<file path="src/rtl/fop_alu_pkg.sv">
// Shared definitions for the FOP ALU driver: command codes, flag layout, FSM states.
// FOP_ALU_DRV_FLAGS_EN selects whether the driver fetches the flag word after each operation.
package fop_alu_pkg;

    localparam logic [4:0] CMD_PASSFLAG = 5'b00010;
    localparam logic [4:0] CMD_LOADFLAG = 5'b00011;
    localparam logic [4:0] CMD_ADD      = 5'b00100;
    localparam logic [4:0] CMD_SUB      = 5'b00101;
    localparam logic [4:0] CMD_OR       = 5'b00110;
    localparam logic [4:0] CMD_XOR      = 5'b00111;
    localparam logic [4:0] CMD_AND      = 5'b01000;
    localparam logic [4:0] CMD_NOT      = 5'b01001;
    localparam logic [4:0] CMD_RSHIFT0  = 5'b01010;
    localparam logic [4:0] CMD_RSHIFT1  = 5'b01011;
    localparam logic [4:0] CMD_RSHIFTA  = 5'b01100;
    localparam logic [4:0] CMD_ROTR     = 5'b01101;
    localparam logic [4:0] CMD_LSHIFT0  = 5'b01110;
    localparam logic [4:0] CMD_LSHIFT1  = 5'b01111;
    localparam logic [4:0] CMD_ROTL     = 5'b10000;

    localparam int FLAG_C   = 8;
    localparam int FLAG_N   = 9;
    localparam int FLAG_V   = 10;
    localparam int FLAG_Z   = 11;
    localparam int FLAG_L   = 12;
    localparam int FLAG_ULE = 16;
    localparam int FLAG_SLT = 17;
    localparam int FLAG_SLE = 18;

    // Low seven bits pass through untouched; the named flags complete the mask (0x71F7F).
    localparam logic [63:0] FLAG_MASK = 64'h7F
        | (64'd1 << FLAG_C) | (64'd1 << FLAG_N) | (64'd1 << FLAG_V)
        | (64'd1 << FLAG_Z) | (64'd1 << FLAG_L) | (64'd1 << FLAG_ULE)
        | (64'd1 << FLAG_SLT) | (64'd1 << FLAG_SLE);

    typedef enum logic [1:0] {
        IDLE  = 2'd0,
        EXEC  = 2'd1,
        FLAGS = 2'd2,
        RESP  = 2'd3
    } state_t;

    function automatic logic is_shift(input logic [4:0] cmd);
        return (cmd >= CMD_RSHIFT0) && (cmd <= CMD_ROTL);
    endfunction

endpackage

</file>
<file path="src/rtl/fop_alu_rep_cnt.sv">
// Repeat counter for the ALU driver: loads an iteration count, decrements once per
// executed step and flags the step that brings it to zero.
module fop_alu_rep_cnt #(
    parameter int W = 6
) (
    input  logic         clk,
    input  logic         rst_n,
    input  logic         load_i,
    input  logic [W-1:0] load_val_i,
    input  logic         dec_i,
    output logic         last_o
);

    logic [W-1:0] cnt_q;
    logic [W-1:0] cnt_d;

    always_comb begin
        cnt_d = cnt_q;
        if (load_i) begin
            cnt_d = load_val_i;
        end else if (dec_i && (cnt_q != '0)) begin
            cnt_d = cnt_q - W'(1);
        end
    end

    always_ff @(posedge clk or negedge rst_n) begin
        if (!rst_n) begin
            cnt_q <= '0;
        end else begin
            cnt_q <= cnt_d;
        end
    end

    assign last_o = (cnt_q == W'(1));

endmodule

</file>
<file path="src/rtl/fop_alu_driver.sv">
// Sequences one request through an external combinational ALU, feeding shift results
// back req_rep times. FOP_ALU_DRV_FLAGS_EN adds a PASSFLAG cycle that captures the flag word.
module fop_alu_driver
    import fop_alu_pkg::*;
#(
    parameter int REP_W = 6
) (
    input  logic             clk,
    input  logic             rst_n,
    // valid/ready: a transfer happens on a rising edge where both are high; the
    // offering side holds its payload stable until that edge.
    input  logic             req_valid,
    output logic             req_ready,
    input  logic [4:0]       req_cmd,
    input  logic [63:0]      req_a,
    input  logic [63:0]      req_b,
    input  logic [REP_W-1:0] req_rep,
    output logic             rsp_valid,
    input  logic             rsp_ready,
    output logic [63:0]      rsp_data,
    output logic [63:0]      rsp_flags,
    output logic [6:0]       alu_opm,
    output logic [4:0]       alu_cmd,
    output logic [63:0]      alu_a,
    output logic [63:0]      alu_b,
    input  logic [63:0]      alu_out,
    output state_t           dbg_state_o
);

    state_t      state_q;
    logic        req_ready_q;
    logic        rsp_valid_q;
    logic [63:0] rsp_data_q;
    logic [4:0]  alu_cmd_q;
    logic [63:0] alu_a_q;
    logic [63:0] alu_b_q;

    logic             cnt_load;
    logic             cnt_dec;
    logic             cnt_last;
    logic [REP_W-1:0] n_load;

    // Non-shift commands run once whatever req_rep says; a zero repeat still runs once.
    always_comb begin
        n_load = REP_W'(1);
        if (is_shift(req_cmd) && (req_rep != '0)) begin
            n_load = req_rep;
        end
    end

    assign cnt_load = (state_q == IDLE) && req_valid;
    assign cnt_dec  = (state_q == EXEC);

    fop_alu_rep_cnt #(.W(REP_W)) u_rep_cnt (
        .clk        (clk),
        .rst_n      (rst_n),
        .load_i     (cnt_load),
        .load_val_i (n_load),
        .dec_i      (cnt_dec),
        .last_o     (cnt_last)
    );

`ifdef FOP_ALU_DRV_FLAGS_EN
    logic [63:0] rsp_flags_q;
`endif

    always_ff @(posedge clk or negedge rst_n) begin
        if (!rst_n) begin
            state_q     <= IDLE;
            req_ready_q <= 1'b1;
            rsp_valid_q <= 1'b0;
            rsp_data_q  <= '0;
            alu_cmd_q   <= '0;
            alu_a_q     <= '0;
            alu_b_q     <= '0;
`ifdef FOP_ALU_DRV_FLAGS_EN
            rsp_flags_q <= '0;
`endif
        end else begin
            case (state_q)
                IDLE: begin
                    if (req_valid) begin
                        alu_cmd_q   <= req_cmd;
                        alu_a_q     <= req_a;
                        alu_b_q     <= req_b;
                        req_ready_q <= 1'b0;
                        state_q     <= EXEC;
                    end
                end
                EXEC: begin
                    // The result becomes the next A operand, so shifts iterate on 64 bits.
                    alu_a_q    <= alu_out;
                    rsp_data_q <= alu_out;
                    if (cnt_last) begin
`ifdef FOP_ALU_DRV_FLAGS_EN
                        alu_cmd_q <= CMD_PASSFLAG;
                        state_q   <= FLAGS;
`else
                        rsp_valid_q <= 1'b1;
                        state_q     <= RESP;
`endif
                    end
                end
`ifdef FOP_ALU_DRV_FLAGS_EN
                FLAGS: begin
                    rsp_flags_q <= alu_out & FLAG_MASK;
                    rsp_valid_q <= 1'b1;
                    state_q     <= RESP;
                end
`endif
                RESP: begin
                    if (rsp_ready) begin
                        rsp_valid_q <= 1'b0;
                        req_ready_q <= 1'b1;
                        state_q     <= IDLE;
                    end
                end
                default: begin
                    state_q <= IDLE;
                end
            endcase
        end
    end

    assign req_ready   = req_ready_q;
    assign rsp_valid   = rsp_valid_q;
    assign rsp_data    = rsp_data_q;
    assign alu_opm     = 7'd0;
    assign alu_cmd     = alu_cmd_q;
    assign alu_a       = alu_a_q;
    assign alu_b       = alu_b_q;
    assign dbg_state_o = state_q;
`ifdef FOP_ALU_DRV_FLAGS_EN
    assign rsp_flags = rsp_flags_q;
`else
    assign rsp_flags = '0;
`endif

endmodule

</file>
<file path="config.mk">
export PLATFORM = sky130hd
export DESIGN_NAME = fop_alu_driver
export DESIGN_NICKNAME = d
export VERILOG_FILES = /design/src/rtl/fop_alu_pkg.sv /design/src/rtl/fop_alu_rep_cnt.sv /design/src/rtl/fop_alu_driver.sv
export SDC_FILE = /design/constraint.sdc
export NUM_CORES = 1
export LEC_CHECK = 0
export CORE_AREA = 2 2 186 188
export DETAILED_ROUTE_END_ITERATION = 8
export DIE_AREA = 0 0 188 190
export GPL_TIMING_DRIVEN = 1
export PLACE_DENSITY_LB_ADDON = 0.05
export RECOVER_POWER = 25
export SLEW_MARGIN = 30
export SYNTH_ARGS = -nofsm -noshare
export SYNTH_HDL_FRONTEND = slang
export SYNTH_SLANG_ARGS = --single-unit
export TNS_END_PERCENT = 100
</file>
<file path="constraint.sdc">
create_clock -name clk -period 2.13 [get_ports clk]
set_input_delay 0.213 -clock clk [delete_from_list [all_inputs] [get_ports clk]]
set_output_delay 0.213 -clock clk [all_outputs]
set_load 0.005 [all_outputs]
</file>
Word level (Yosys, flattened, before mapping):

Cells that the tools add are included.

* bits of input ports: 207
* memory bits (read-only): 0
* register bits after elaboration: 207
* RAM bits: 0
* bits in latches: 0
* output and inout bits: 272
* memories kept: 0

* bitwise operators: 0
* add/sub/neg operators: 1
* $mul: 0
* order comparisons: 2
* shift-type cells: 0
* equal/unequal tests: 6
* muxes and demuxes: 15
* divide/modulo/power cells: 0
* reduce and logical (&&, ||, !) cells: 16

Operators with widths (number)
* 64-bit case mux with 2 select lines: 1
* 64-bit 2-to-1 mux: 1
* 6-bit 2-to-1 mux: 3
* 6-bit nonzero test: 2
* 3-bit AND reduction: 3
* 2-bit nonzero test: 4
* 6-bit by 1-bit equality test with 1-bit output (second input constant): 1
* 2-bit 2-to-1 mux: 3
* 2-bit inequality test (second input constant): 3
* 2-bit case mux with 3 select lines: 1
* 6-bit by 1-bit subtractor with 6-bit output (second input constant): 1
* 5-bit by 4-bit greater-or-equal comparator with 1-bit output (second input constant): 1
* 5-bit <= comparator (second input constant): 1
* 1-bit logical AND: 4
* 1-bit 2-to-1 mux: 4
* 1-bit case mux with 2 select lines: 2
* 2-bit AND reduction: 2
* 2-bit by 1-bit equality test with 1-bit output (second input constant): 1
* 2-bit equality test (second input constant): 1
* 2-bit logical NOT: 1

Logic depth before layout (Yosys ltp):

* word-level depth: 5
* mapped depth: 6
* depth with buffers taken out: 5

Cells and area by module:

Synthesis repeated with hierarchy kept, for this count alone.

* cell total of the unflattened synthesis: 644
* area total of the unflattened synthesis: 8972.4 sq um

By module, submodules not included
* fop_alu_driver: instances 1, area each 8555.7 sq um, cells each 598
* fop_alu_rep_cnt: instances 1, area each 416.6 sq um, cells each 46

Least setup slack after synthesis:

Ideal clock, no wire load.

* kind: reg-to-reg
* start: register state_q[1], in the netlist dbg_state_o[1]
* end: register rsp_data_q[14], in the netlist rsp_data[14]
* setup slack: 0.707 ns
* data arrival time: 1.299 ns
* stages on the path, launching flop included: 5
* library setup time: 0.125 ns
* path through: dfrtp_1 -> nand2b_1 -> buf_2 -> buf_2 -> mux2_2

* word-level cells in the longest chain between the ends: 1

RTL lines
* start, declared: RTL line fop_alu_driver.sv:30 `state_t state_q;`
* start signal, assigned: RTL line fop_alu_driver.sv:69 `state_q <= IDLE;`
* start signal, assigned: RTL line fop_alu_driver.sv:87 `state_q <= EXEC;`
* start signal, assigned: RTL line fop_alu_driver.sv:100 `state_q <= RESP;`
* 2-bit by 1-bit equality test with 1-bit output: RTL line fop_alu_driver.sv:80 `case (state_q)`
* end signal, assigned: RTL line fop_alu_driver.sv:93 `rsp_data_q <= alu_out;`
* end, declared: RTL line fop_alu_driver.sv:33 `logic [63:0] rsp_data_q;`

Every way passes these cells.
A chain may end at the register's enable or synchronous reset.

Worst setup path in the final report:

* start: register state_q[0], in the netlist dbg_state_o[0]
* end: output dbg_state_o[0]

RTL lines
* end, declared: RTL line fop_alu_driver.sv:27 `output state_t dbg_state_o`

No word-level cell between the ends.

==> results.cfg <==
[worst_setup_path]
worstSetupPathType = flop to primary output
worstPathArrival_ps = 1820
worstRegToRegCells = 5
worst-path-max-fanout = 24
cp-start-kind = flop
critical_path_buf_inv_count = 2
crit_family = buffers and inverters
endpoint_kind = primary output
required_ps = 1920
reg2reg_slack_ps = 430
r2r_end = alu_a[20]
max_stage_delay_ps = 530
cp_cell_sequence = buf_16, clkdlybuf4s50_1
reg2reg_from = dbg_state_o[0]
cpMaxStageDelayCell = dfrtp_4

[run]
drv_cap = 0

[sta]
setup_viol = 0
rsz0062_at_grt = no
skew_ps = 8.42
finalMaxSlewViolations = 0
tns_ps = 0
hold_viol = 0
slew_headroom = 0.326
tightest_slew_ps = 1010
max_freq_mhz = 493
period_needed_ps = 2030
hold_ws_ps = 218
fin_crit_sh = 0.952

[global_routing]
gr-total-overflow = 0
grt_pass1_wl_um = 46900
antenna_found_initial = 0
grt_pass1_vias = 7537
grt_max_degree = 73
grt_usage = 0.169

[power_and_ir_drop]
p_switching_mw = 5.45
pwr-share-seq = 0.355
irDropWorstVdd_v = 0.000571
p_clk_frac = 0.256
power_density_nw_per_um2 = 1270
internal-power_mw = 12.6
switching_share = 0.301
p_leak_nw = 6.14
pwr-share-comb = 0.390

[yosys]
ys_top_cells_by_count = nand2_1 (273), dfrtp_1 (206), buf_4 (75)
synthCells = 854
ys.flop_type = dfrtp_1
synth-edff-count = 0
syn_area_per_cell_um2 = 10.4
synth_cell_types = 35
ys_seq_elements = 207
ys_seq_area_frac = 0.582
yosys_warnings = 0
yosysMostFrequentCell = nand2_1
synth.largest_area_cell = dfrtp_1
synth.area.top_cells = dfrtp_1 (58%), nand2_1 (12%), mux2_2 (8.1%), buf_4 (6.3%), a22oi_1 (5.4%)
syn_area_um2 = 8900
async_flop_share = 1.00
synth_top_area_frac = 0.579

[final_layout]
drive_gt1_frac = 0.107
seq_area_um2 = 5190
area_growth_pct = 60.2
n_antenna_cell = 0
fin_nets = 1471
n_fill_cell = 3301
final_core_util = 0.420
multi_input_area_um2 = 3200
final_area_um2 = 14300

[worst_hold_path]
min_from = req_b[42]
worstHoldPathType = primary input to flop
holdPathStages = 3
hold_end = alu_b[42]

[clock_network]
cts_max_level = 1
clockBufferDepth = 3
clock_latency_ps = 520
cts.sinks = 207
cts_tree = built
clk_pin_slew_worst_paths_ps = 60
cts_buffers = 27
cts_root_buf = clkbuf_16

[detailed_routing]
drtIter0Drc = 382
num_vias = 7501
drc = 0
wl_um = 30800
wl_per_cell_um = 17.8
ant_nets = 0
viasPerCell = 4.33
drtPass1Iterations = 4

[floorplanning]
rows = 68
die_area_um2 = 35700
core_area_um2 = 33900
initial_core_util = 0.262
die_h_um = 190
num_io_pins = 479
die_w_um = 188

[placement]
hpwl_um = 21500
dpl_cell_area_um2 = 13300
port_buffers = 407
gp_congestion = 0.756

[status]
outcome = finished, final reports clean
[worst max path at each step]
stage,depth (start not counted),to,start,slack (ps)
detailed placement,5,u_rep_cnt.cnt_q[0],req_cmd[4],300
global route,2,dbg_state_o[1],dbg_state_o[1],10
finish,2,dbg_state_o[0],dbg_state_o[0],100
floorplan,4,rsp_data[14],dbg_state_o[1],710
global placement,5,u_rep_cnt.cnt_q[0],req_cmd[4],320
CTS,2,dbg_state_o[1],dbg_state_o[1],50
[per-layer routing]
layer  GRT usage  vias to the layer above  part of all wire
li1            -                     3541                 -
met1       0.208                     3629              0.41
met2       0.295                      294              0.50
met3      0.0424                       37             0.070
met4      0.0400                        0             0.018
met5           0                        -                 0
[metrics by stage]
| stage | instances | total power, mW | worst slack [ps] |
|---|---|---|---|
| 6_report | 1732 | 18.1 | 102 |
| 3_5_place_dp | 1685 | 13.7 | 299 |
| 2_1_floorplan | 924 | 8.99 | 707 |
| 5_1_grt | 1732 | 19.3 | 11.9 |
| 4_1_cts | 1732 | 18.5 | 54.9 |
| 3_3_place_gp | 1685 | 13.6 | 316 |
[layout by cell type, fill, tap and decap left out, types with 7 or more instances in the layout]
cell,instances
clkbuf_8,7
nand2_1,273
mux2_2,64
clkdlybuf4s50_1,406
o21ai_0,68
clkbuf_16,27
dfrtp_1,204
nor2_1,7
conb_1,71
buf_12,8
a21oi_1,9
buf_4,11
a22oi_1,64
[worst min-delay path, delay by kind of cell]
| kind | cells | cell delay (ps) |
|---|---|---|
| buffers and inverters | 1 | 400 |
| and+or+nand+nor | 2 | 90 |
[state kept, by name, summed over array words and instances, names as in the netlist]
| signal | cells |
|---|---|
| alu_a | 64 |
| alu_b | 64 |
| rsp_data | 64 |
| u_rep_cnt.cnt_q | 6 |
| alu_cmd | 5 |
| dbg_state_o | 2 |
| req_ready | 1 |
| rsp_valid | 1 |
[timing repair]
item | in CTS | in global routing
hold buffers | 1 | 0
gates resized for setup | 1 | 0
buffers inserted | 0 | 0
setup endpoints to repair | 1 | 0
endpoints found under the hold margin | 206 | 0
[power groups by stage]
stage                     logic (mW)  registers (mW)  clock network, mW
after global placement          7.19            6.45                  0
final                           7.06            6.42               4.63
after detailed placement        7.19            6.47                  0
after CTS                       7.25            6.44               4.78
after global routing            7.71            6.66               4.95
after floorplan                 2.44            6.55                  0
[kinds of logic (layout without fill, tap and decap cells)]
group           Yosys count  count (layout)  synth area share
other cells               1              71          0.000421
fa+ha+maj                 3               3           0.00422
buf+inv                 127             480            0.0895
mux                      64              64            0.0809
simple gates            299             299             0.133
flops                   207             207             0.582
compound gates          153             153             0.110
[area by class of cell]
class,count,share of cell area
flip-flops and latches,207,0.363
well taps,455,0.0399
repair buffers,430,0.308
multi-input cells,590,0.225
clock inverters,6,0.00763
inverters,5,0.00132
clock buffers,39,0.0554
No activity file was read; power rests on OpenSTA's default activity.
